--- src/rtl/clkout_div_bank_if.sv ---
// clkout_div_bank_if
//   DRP-style configuration port of clkout_div_bank.
//   daddr : register address       (master -> slave)
//   den   : access strobe, 1 cycle (master -> slave)
//   dwe   : write enable, with den (master -> slave)
//   di    : write data             (master -> slave)
//   dout  : read data, valid with drdy (slave -> master)
//   drdy  : access complete pulse  (slave -> master)
`timescale 1ns/1ps
interface clkout_div_bank_if;
  logic [6:0]  daddr;
  logic        den;
  logic        dwe;
  logic [15:0] di;
  logic [15:0] dout;
  logic        drdy;

  modport master (output daddr, den, dwe, di, input dout, drdy);
  modport slave  (input daddr, den, dwe, di, output dout, drdy);
endinterface

--- src/rtl/clkout_div_bank.sv ---
// clkout_div_bank
//   Multi-channel clock waveform generator clocked at VCO rate. Each channel
//   has a divide (period), high time and phase delay in VCO cycles. Channels
//   restart phase-aligned; locked_o reports that all channels are running.
//   Optional macro DYN_RECONF_EN enables runtime reconfiguration through the
//   DRP port (shadow registers, applied atomically by a commit at 7'h7F).
//   Without it the DRP port is ignored and the config is fixed at DEF_*.
// Ports
//   clk_i    : VCO-rate clock (rising edge)
//   rst_ni   : asynchronous active-low reset
//   pwrdwn_i : synchronous power-down
//   drp      : DRP port (clkout_div_bank_if.slave)
//   clkout_o : channel waveforms (registered)
//   locked_o : all channels running and settled
`timescale 1ns/1ps
module clkout_div_bank #(
  parameter int unsigned NUM_CH      = 7,
  parameter int unsigned CNT_W       = 8,
  parameter int unsigned DEF_DIVIDE  = 2,
  parameter int unsigned DEF_HIGH    = 1,
  parameter int unsigned DEF_PHASE   = 0,
  parameter int unsigned LOCK_CYCLES = 16
) (
  input  logic              clk_i,
  input  logic              rst_ni,
  input  logic              pwrdwn_i,
  clkout_div_bank_if.slave  drp,
  output logic [NUM_CH-1:0] clkout_o,
  output logic              locked_o
);

  typedef enum logic [1:0] {S_OFF, S_ALIGN, S_LOCKING, S_LOCKED} state_e;

  localparam int unsigned LC_W = $clog2(LOCK_CYCLES + 1) + 1;

  logic [CNT_W-1:0] act_div   [NUM_CH];
  logic [CNT_W-1:0] act_high  [NUM_CH];
  logic [CNT_W-1:0] act_phase [NUM_CH];
  logic             do_commit;

  // Next counter position; D=0 behaves as D=1, and >= keeps the counter in range.
  function automatic logic [CNT_W-1:0] wrap_inc(input logic [CNT_W-1:0] cnt,
                                                input logic [CNT_W-1:0] d);
    logic [CNT_W-1:0] last;
    last = (d == '0) ? '0 : d - CNT_W'(1);
    return (cnt >= last) ? '0 : cnt + CNT_W'(1);
  endfunction

`ifdef DYN_RECONF_EN
  logic [CNT_W-1:0] sh_div_q    [NUM_CH];
  logic [CNT_W-1:0] sh_high_q   [NUM_CH];
  logic [CNT_W-1:0] sh_phase_q  [NUM_CH];
  logic [CNT_W-1:0] act_div_q   [NUM_CH];
  logic [CNT_W-1:0] act_high_q  [NUM_CH];
  logic [CNT_W-1:0] act_phase_q [NUM_CH];
  logic             pend_q, we_q, drdy_q, commit_q;
  logic [6:0]       addr_q;
  logic [CNT_W-1:0] di_q;
  logic [15:0]      dout_q, rd_val;
  logic             accept;
  logic             unused_di;

  assign unused_di = ^drp.di;  // DI bits above CNT_W are don't-care
  assign accept    = drp.den && !pend_q && !drdy_q;

  // Value shown on DO in the DRDY cycle: the shadow as it is after this access.
  always_comb begin
    rd_val = '0;
    for (int unsigned c = 0; c < NUM_CH; c++) begin
      if (addr_q[6:2] == 5'(c)) begin
        case (addr_q[1:0])
          2'd0:    rd_val = 16'(we_q ? di_q : sh_div_q[c]);
          2'd1:    rd_val = 16'(we_q ? di_q : sh_high_q[c]);
          2'd2:    rd_val = 16'(we_q ? di_q : sh_phase_q[c]);
          default: rd_val = '0;
        endcase
      end
    end
  end

  always_ff @(posedge clk_i or negedge rst_ni) begin
    if (!rst_ni) begin
      pend_q   <= 1'b0;
      we_q     <= 1'b0;
      addr_q   <= '0;
      di_q     <= '0;
      drdy_q   <= 1'b0;
      dout_q   <= '0;
      commit_q <= 1'b0;
      for (int unsigned c = 0; c < NUM_CH; c++) begin
        sh_div_q[c]    <= CNT_W'(DEF_DIVIDE);
        sh_high_q[c]   <= CNT_W'(DEF_HIGH);
        sh_phase_q[c]  <= CNT_W'(DEF_PHASE);
        act_div_q[c]   <= CNT_W'(DEF_DIVIDE);
        act_high_q[c]  <= CNT_W'(DEF_HIGH);
        act_phase_q[c] <= CNT_W'(DEF_PHASE);
      end
    end else begin
      drdy_q   <= 1'b0;
      dout_q   <= '0;
      commit_q <= 1'b0;
      pend_q   <= accept;
      if (accept) begin
        addr_q <= drp.daddr;
        we_q   <= drp.dwe;
        di_q   <= drp.di[CNT_W-1:0];
      end
      if (pend_q) begin
        drdy_q <= 1'b1;
        dout_q <= rd_val;
        if (we_q) begin
          for (int unsigned c = 0; c < NUM_CH; c++) begin
            if (addr_q[6:2] == 5'(c)) begin
              case (addr_q[1:0])
                2'd0:    sh_div_q[c]   <= di_q;
                2'd1:    sh_high_q[c]  <= di_q;
                2'd2:    sh_phase_q[c] <= di_q;
                default: ;
              endcase
            end
          end
          if (addr_q == 7'h7F && di_q[0]) begin
            commit_q <= 1'b1;
            for (int unsigned c = 0; c < NUM_CH; c++) begin
              act_div_q[c]   <= sh_div_q[c];
              act_high_q[c]  <= sh_high_q[c];
              act_phase_q[c] <= sh_phase_q[c];
            end
          end
        end
      end
    end
  end

  assign act_div   = act_div_q;
  assign act_high  = act_high_q;
  assign act_phase = act_phase_q;
  assign do_commit = commit_q;
  assign drp.dout  = dout_q;
  assign drp.drdy  = drdy_q;
`else
  logic unused_drp;

  assign unused_drp = ^{drp.daddr, drp.den, drp.dwe, drp.di};

  always_comb begin
    for (int unsigned c = 0; c < NUM_CH; c++) begin
      act_div[c]   = CNT_W'(DEF_DIVIDE);
      act_high[c]  = CNT_W'(DEF_HIGH);
      act_phase[c] = CNT_W'(DEF_PHASE);
    end
  end

  assign do_commit = 1'b0;
  assign drp.dout  = '0;
  assign drp.drdy  = 1'b0;
`endif

  state_e           state_q, state_d;
  logic             restart;
  logic [LC_W-1:0]  lc_q;
  logic [CNT_W-1:0] sc_q;
  logic             locked_q;
  logic [NUM_CH-1:0] run_q, clk_q, start_now;
  logic [CNT_W-1:0] cnt_q [NUM_CH];

  always_comb begin
    start_now = '0;
    for (int unsigned c = 0; c < NUM_CH; c++) begin
      start_now[c] = (state_q == S_ALIGN) && !run_q[c] && (sc_q == act_phase[c]);
    end
  end

  // Power-down has priority over commit; the commit still updates the active regs.
  always_comb begin
    state_d = state_q;
    restart = 1'b0;
    if (pwrdwn_i) begin
      state_d = S_OFF;
    end else if (do_commit) begin
      state_d = S_ALIGN;
      restart = 1'b1;
    end else begin
      case (state_q)
        S_OFF: begin
          state_d = S_ALIGN;
          restart = 1'b1;
        end
        S_ALIGN:   if (&(run_q | start_now)) state_d = S_LOCKING;
        S_LOCKING: if (lc_q == LC_W'(LOCK_CYCLES)) state_d = S_LOCKED;
        default:   state_d = S_LOCKED;
      endcase
    end
  end

  always_ff @(posedge clk_i or negedge rst_ni) begin
    if (!rst_ni) begin
      state_q  <= S_ALIGN;
      lc_q     <= '0;
      sc_q     <= '0;
      locked_q <= 1'b0;
    end else begin
      state_q  <= state_d;
      locked_q <= (state_d == S_LOCKED);
      lc_q     <= (state_q == S_LOCKING && state_d == S_LOCKING) ? lc_q + LC_W'(1) : '0;
      if (restart)                sc_q <= '0;
      else if (state_q == S_ALIGN) sc_q <= sc_q + CNT_W'(1);
    end
  end

  always_ff @(posedge clk_i or negedge rst_ni) begin
    if (!rst_ni) begin
      run_q <= '0;
      clk_q <= '0;
      for (int unsigned c = 0; c < NUM_CH; c++) cnt_q[c] <= '0;
    end else begin
      for (int unsigned c = 0; c < NUM_CH; c++) begin
        if (state_d == S_OFF || restart) begin
          run_q[c] <= 1'b0;
          clk_q[c] <= 1'b0;
          cnt_q[c] <= '0;
        end else if (start_now[c]) begin
          run_q[c] <= 1'b1;
          clk_q[c] <= (act_high[c] != '0);
          cnt_q[c] <= wrap_inc('0, act_div[c]);
        end else if (run_q[c]) begin
          clk_q[c] <= (cnt_q[c] < act_high[c]);
          cnt_q[c] <= wrap_inc(cnt_q[c], act_div[c]);
        end else begin
          clk_q[c] <= 1'b0;
        end
      end
    end
  end

  assign clkout_o = clk_q;
  assign locked_o = locked_q;

endmodule

--- src/flat_wrapper.sv ---
// flat-port wrapper written by rule: the top's interface ports become plain ports
module clkout_div_bank_flat 
#(
  parameter int unsigned NUM_CH      = 7,
  parameter int unsigned CNT_W       = 8,
  parameter int unsigned DEF_DIVIDE  = 2,
  parameter int unsigned DEF_HIGH    = 1,
  parameter int unsigned DEF_PHASE   = 0,
  parameter int unsigned LOCK_CYCLES = 16
)
  (clk_i, rst_ni, pwrdwn_i, clkout_o, locked_o, drp_daddr, drp_den, drp_dwe, drp_di, drp_dout, drp_drdy);
  clkout_div_bank_if drp_i ();
  input  logic clk_i;
  input  logic rst_ni;
  input  logic pwrdwn_i;
  output logic [NUM_CH-1:0] clkout_o;
  output logic locked_o;
  input wire logic [$bits(drp_i.daddr)-1:0] drp_daddr;
  input wire logic [$bits(drp_i.den)-1:0] drp_den;
  input wire logic [$bits(drp_i.dwe)-1:0] drp_dwe;
  input wire logic [$bits(drp_i.di)-1:0] drp_di;
  output wire logic [$bits(drp_i.dout)-1:0] drp_dout;
  output wire logic [$bits(drp_i.drdy)-1:0] drp_drdy;
  assign drp_i.daddr = drp_daddr;
  assign drp_i.den = drp_den;
  assign drp_i.dwe = drp_dwe;
  assign drp_i.di = drp_di;
  assign drp_dout = drp_i.dout;
  assign drp_drdy = drp_i.drdy;
  clkout_div_bank #(.NUM_CH(NUM_CH), .CNT_W(CNT_W), .DEF_DIVIDE(DEF_DIVIDE), .DEF_HIGH(DEF_HIGH), .DEF_PHASE(DEF_PHASE), .LOCK_CYCLES(LOCK_CYCLES)) u_core (.clk_i(clk_i), .rst_ni(rst_ni), .pwrdwn_i(pwrdwn_i), .drp(drp_i), .clkout_o(clkout_o), .locked_o(locked_o));
endmodule
--- config.mk ---
export PLATFORM = sky130hd
export DESIGN_NAME = clkout_div_bank_flat
export DESIGN_NICKNAME = d
export VERILOG_FILES = /design/src/rtl/clkout_div_bank_if.sv /design/src/rtl/clkout_div_bank.sv /design/src/flat_wrapper.sv
export SDC_FILE = /design/constraint.sdc
export NUM_CORES = 1
export LEC_CHECK = 0
export ABC_AREA = 1
export BUFFER_PORTS_ARGS = -buffer_cell sky130_fd_sc_hd__buf_4
export CAP_MARGIN = 15
export CORE_MARGIN = 4
export CORE_UTILIZATION = 35
export DETAILED_ROUTE_END_ITERATION = 7
export GPL_TIMING_DRIVEN = 0
export PLACE_DENSITY = 0.56
export SLEW_MARGIN = 20
export SYNTH_ARGS = -nofsm -noshare
export SYNTH_HDL_FRONTEND = slang
export SYNTH_SLANG_ARGS = --single-unit
--- constraint.sdc ---
create_clock -name clk_i -period 1.8 [get_ports clk_i]
set_clock_uncertainty 0.1 [all_clocks]
set_input_delay 0.09 -clock clk_i [delete_from_list [all_inputs] [get_ports clk_i]]
set_output_delay 0.09 -clock clk_i [all_outputs]
set_load 0.01 [all_outputs]
==> results_dict.tcl <==
set metrics [dict create \
    synth_area_leaders "dfrtp_1, inv_1, ha_1" \
    power.internal_uw 3380 \
    drv_cap 0 \
    cts_buffer_depth 2 \
    hold_viol_final 0 \
    cts_buffers 9 \
    setup_tns_ps 0 \
    grt_pass1_vias 2788 \
    peakVddDrop_uv 548 \
    synthCells 437 \
    start_util_pct 35.8 \
    critical-path-top-delay-family "flip-flops" \
    firstDrtPassIters 4 \
    hold_slack_ps 257 \
    drt_iter0_markers 78 \
    arrival_ps 1850 \
    postRouteWirelength_um 7100 \
    drive_gt1_share_pct 16.7 \
    via_count 2786 \
    async_flop_share_pct 100 \
    drc 0 \
    seqPwrFrac_pct 45.6 \
    crit_path_max_fanout 6 \
    nets 540 \
    finalSetupViolations 0 \
    grt_max_degree 88 \
    power-per-cell-area_nw_per_um2 963 \
    power_frac_comb_pct 19.2 \
    via_per_inst 4.39 \
    synthTopCellsByCount "inv_1, dfrtp_1, nor2_1" \
    clock.fmax_mhz 589 \
    io_pins 53 \
    clk_pin_slew_ps 60 \
    dieWidth_um 116 \
    seq_area_frac_synth_pct 53.3 \
    core_area_um2 11400 \
    overflow 0 \
    synthSimpleGateAreaFrac_pct 17.4 \
    avgSynthCellArea_um2 9.36 \
    diodes 0 \
    syn-cell-area_um2 4090 \
    synth_largest_area_cell "dfrtp_1" \
    synth_compound_area_share_pct 7.25 \
    clkLatencyLatePin_ps 330 \
    worst_pin_slew_ps 785 \
    cts.sinks 87 \
    yosys.cell_count.top_type "inv_1" \
    rsz0062_at_grt "no" \
    status "complete, no violations" \
    fillCellCount 1111 \
    yosysTopAreaCellShare_pct 52.6 \
    hp-class "in -> async" \
    crit_type "reg -> reg" \
    maxSlewHeadroom_pct 47.6 \
    ant_nets 0 \
    io_buffer_count 10 \
    syn_to_final_growth_pct 19.3 \
    synth_fa_ha_area_share_pct 7.65 \
    synth_top_family_by_area "simple AND/OR/NAND/NOR gates" \
    crit_required_ps 1950 \
    fin_crit_sh_pct 94.3 \
    synth_seq_cells 87 \
    place_hpwl_um 4800 \
    cp-end-kind "flop" \
    die_area_um2 13500 \
    critical_path.startpoint_type "flop" \
    p_sw_share_pct 28.0 \
    grt_usage_pct 11.3 \
    cts_tree "done" \
    yosysUniqueCellTypes 30 \
    cp_slowest_cell "dfstp_2" \
    routedWlPerCell_um 11.2 \
    synth-edff-count 0 \
    power_leakage_uw 0.00234 \
    htreeDepth 3 \
    synth_mux_area_share_pct 0 \
    netSwitchingPower_uw 1320 \
    die_y_um 116 \
    max_stage_delay_ps 550 \
    grt_pass1_wl_um 12200 \
    antenna_found_initial 0 \
    yosysWarnings 0 \
    path_cells "inv_2 -> nor2_4 -> nand3_4 -> buf_12 -> a21oi_4 -> nand2_1 -> o21ai_1" \
    cts_root_buf "clkbuf_16" \
    min_period_ps 1700 \
    clockPowerShare_pct 35.2 \
    synth-xor-area-share_pct 1.93 \
    crit_buf_inv 2 \
    core.rowCount 39 \
    ys.flop_type "dfrtp_1" \
    gp_congestion 0.795 \
    drv_slew 0 \
]
-- power groups by stage --
stage	Sequential (uW)	Clock [uW]	Combinational (uW)
after global placement	2170	0	712
after global routing	2150	1810	1030
after detailed placement	2180	0	730
final	2140	1650	902
after CTS	2140	1720	756
after floorplan	2170	0	514
-- routing by layer --
metal  vias to the layer above  track usage [%]  wire length [um]
met3                         5             3.55               301
met1                      1304             14.1              3410
met5                         -                0                 0
met2                        38             19.0              3340
met4                         0             2.94                56
li1                       1439                -                 -
-- timing repair --
action / in CTS / in global routing
resized for setup: 5 / 21
gates cloned: 0 / 2
hold buffers: 2 / 0
setup endpoints to repair: 18 / 57
pin swaps: 1 / 4
hold endpoints to repair: 87 / 0
buffers inserted: 0 / 9
-- state kept, by name, indices dropped and copies added, names as in the netlist --
name and count:
u_core.sc_q 8, u_core.clkout_o 7, u_core.state_q 2, u_core.locked_o 1
u_core.cnt_q 56, u_core.run_q 7, u_core.lc_q 6
-- stage by stage --
stage / cell area [um2] / util (%) / worst slack [ps] / total power [uW] / instances
global route: 4880 / 42.7 / 6.14 / 4990 / 634
CTS: 4700 / 41.2 / 1.58 / 4620 / 623
global placement: 4400 / 38.6 / -41.4 / 2880 / 606
finish: 4880 / 42.7 / 102 / 4700 / 634
floorplan: 4150 / - / 281 / 2680 / 453
detailed placement: 4400 / 38.6 / -91.4 / 2910 / 606
-- final cells by class --
| type | count | area [um2] | share of cell area, % |
|---|---|---|---|
| Tap cell | 143 | 179 | 3.67 |
| Clock inverter | 3 | 20.0 | 0.410 |
| Inverter | 95 | 357 | 7.31 |
| Timing Repair Buffer | 22 | 191 | 3.92 |
| Sequential cell | 87 | 2180 | 44.7 |
| Buffer | 20 | 160 | 3.28 |
| Multi-Input combinational cell | 252 | 1550 | 31.7 |
| Clock buffer | 12 | 246 | 5.05 |
-- layout by cell type, fill, tap and decap left out, types with 2 or more instances in the layout --
cell / count
inv_1: 90
dfrtp_1: 85
nor2_1: 59
buf_4: 36
nand2_1: 35
ha_1: 24
nand4_1: 18
o21ai_0: 17
conb_1: 17
nand3_1: 12
clkbuf_16: 10
o22ai_1: 8
o21ai_1: 8
nor3_1: 8
xnor2_1: 6
a21oi_1: 6
inv_2: 5
nand3_2: 5
nor2_4: 3
nand3_4: 3
xor2_1: 3
nor2_2: 2
o21ai_2: 2
nor3b_1: 2
a21boi_1: 2
a21oi_4: 2
o21a_1: 2
clkbuf_1: 2
clkinvlp_4: 2
dlygate4sd3_1: 2
-- worst reg2reg max path: cells and delay by family (launching register included) --
family / cells / cell delay, ps
simple gates: 3 / 490
compound gates: 2 / 240
buf+inv: 2 / 260
flops: 1 / 550
-- path summary, 6_finish.rpt --
kind	from	cells past startpoint	slack, ps	end
max in group asynchronous	rst_ni	2	740	u_core.sc_q[0]
max	u_core.state_q[0]	7	100	u_core.cnt_q[16]
max reg2reg	u_core.state_q[0]	7	100	u_core.cnt_q[16]
min reg2reg	u_core.lc_q[0]	1	390	u_core.lc_q[0]
min in group clk_i	u_core.lc_q[0]	1	390	u_core.lc_q[0]
min	rst_ni	2	260	u_core.cnt_q[12]
-- cells by family (layout without fill, tap and decap cells) --
logic type	count (synthesis)	count (layout)
and+or+nand+nor	150	151
buffers and inverters	115	152
DFF	87	87
AOI/OAI and AO/OA	50	50
adders and majority gates	25	25
xor gates and xnor gates	9	9
other	1	17
Power figures use the tool's default switching activity.
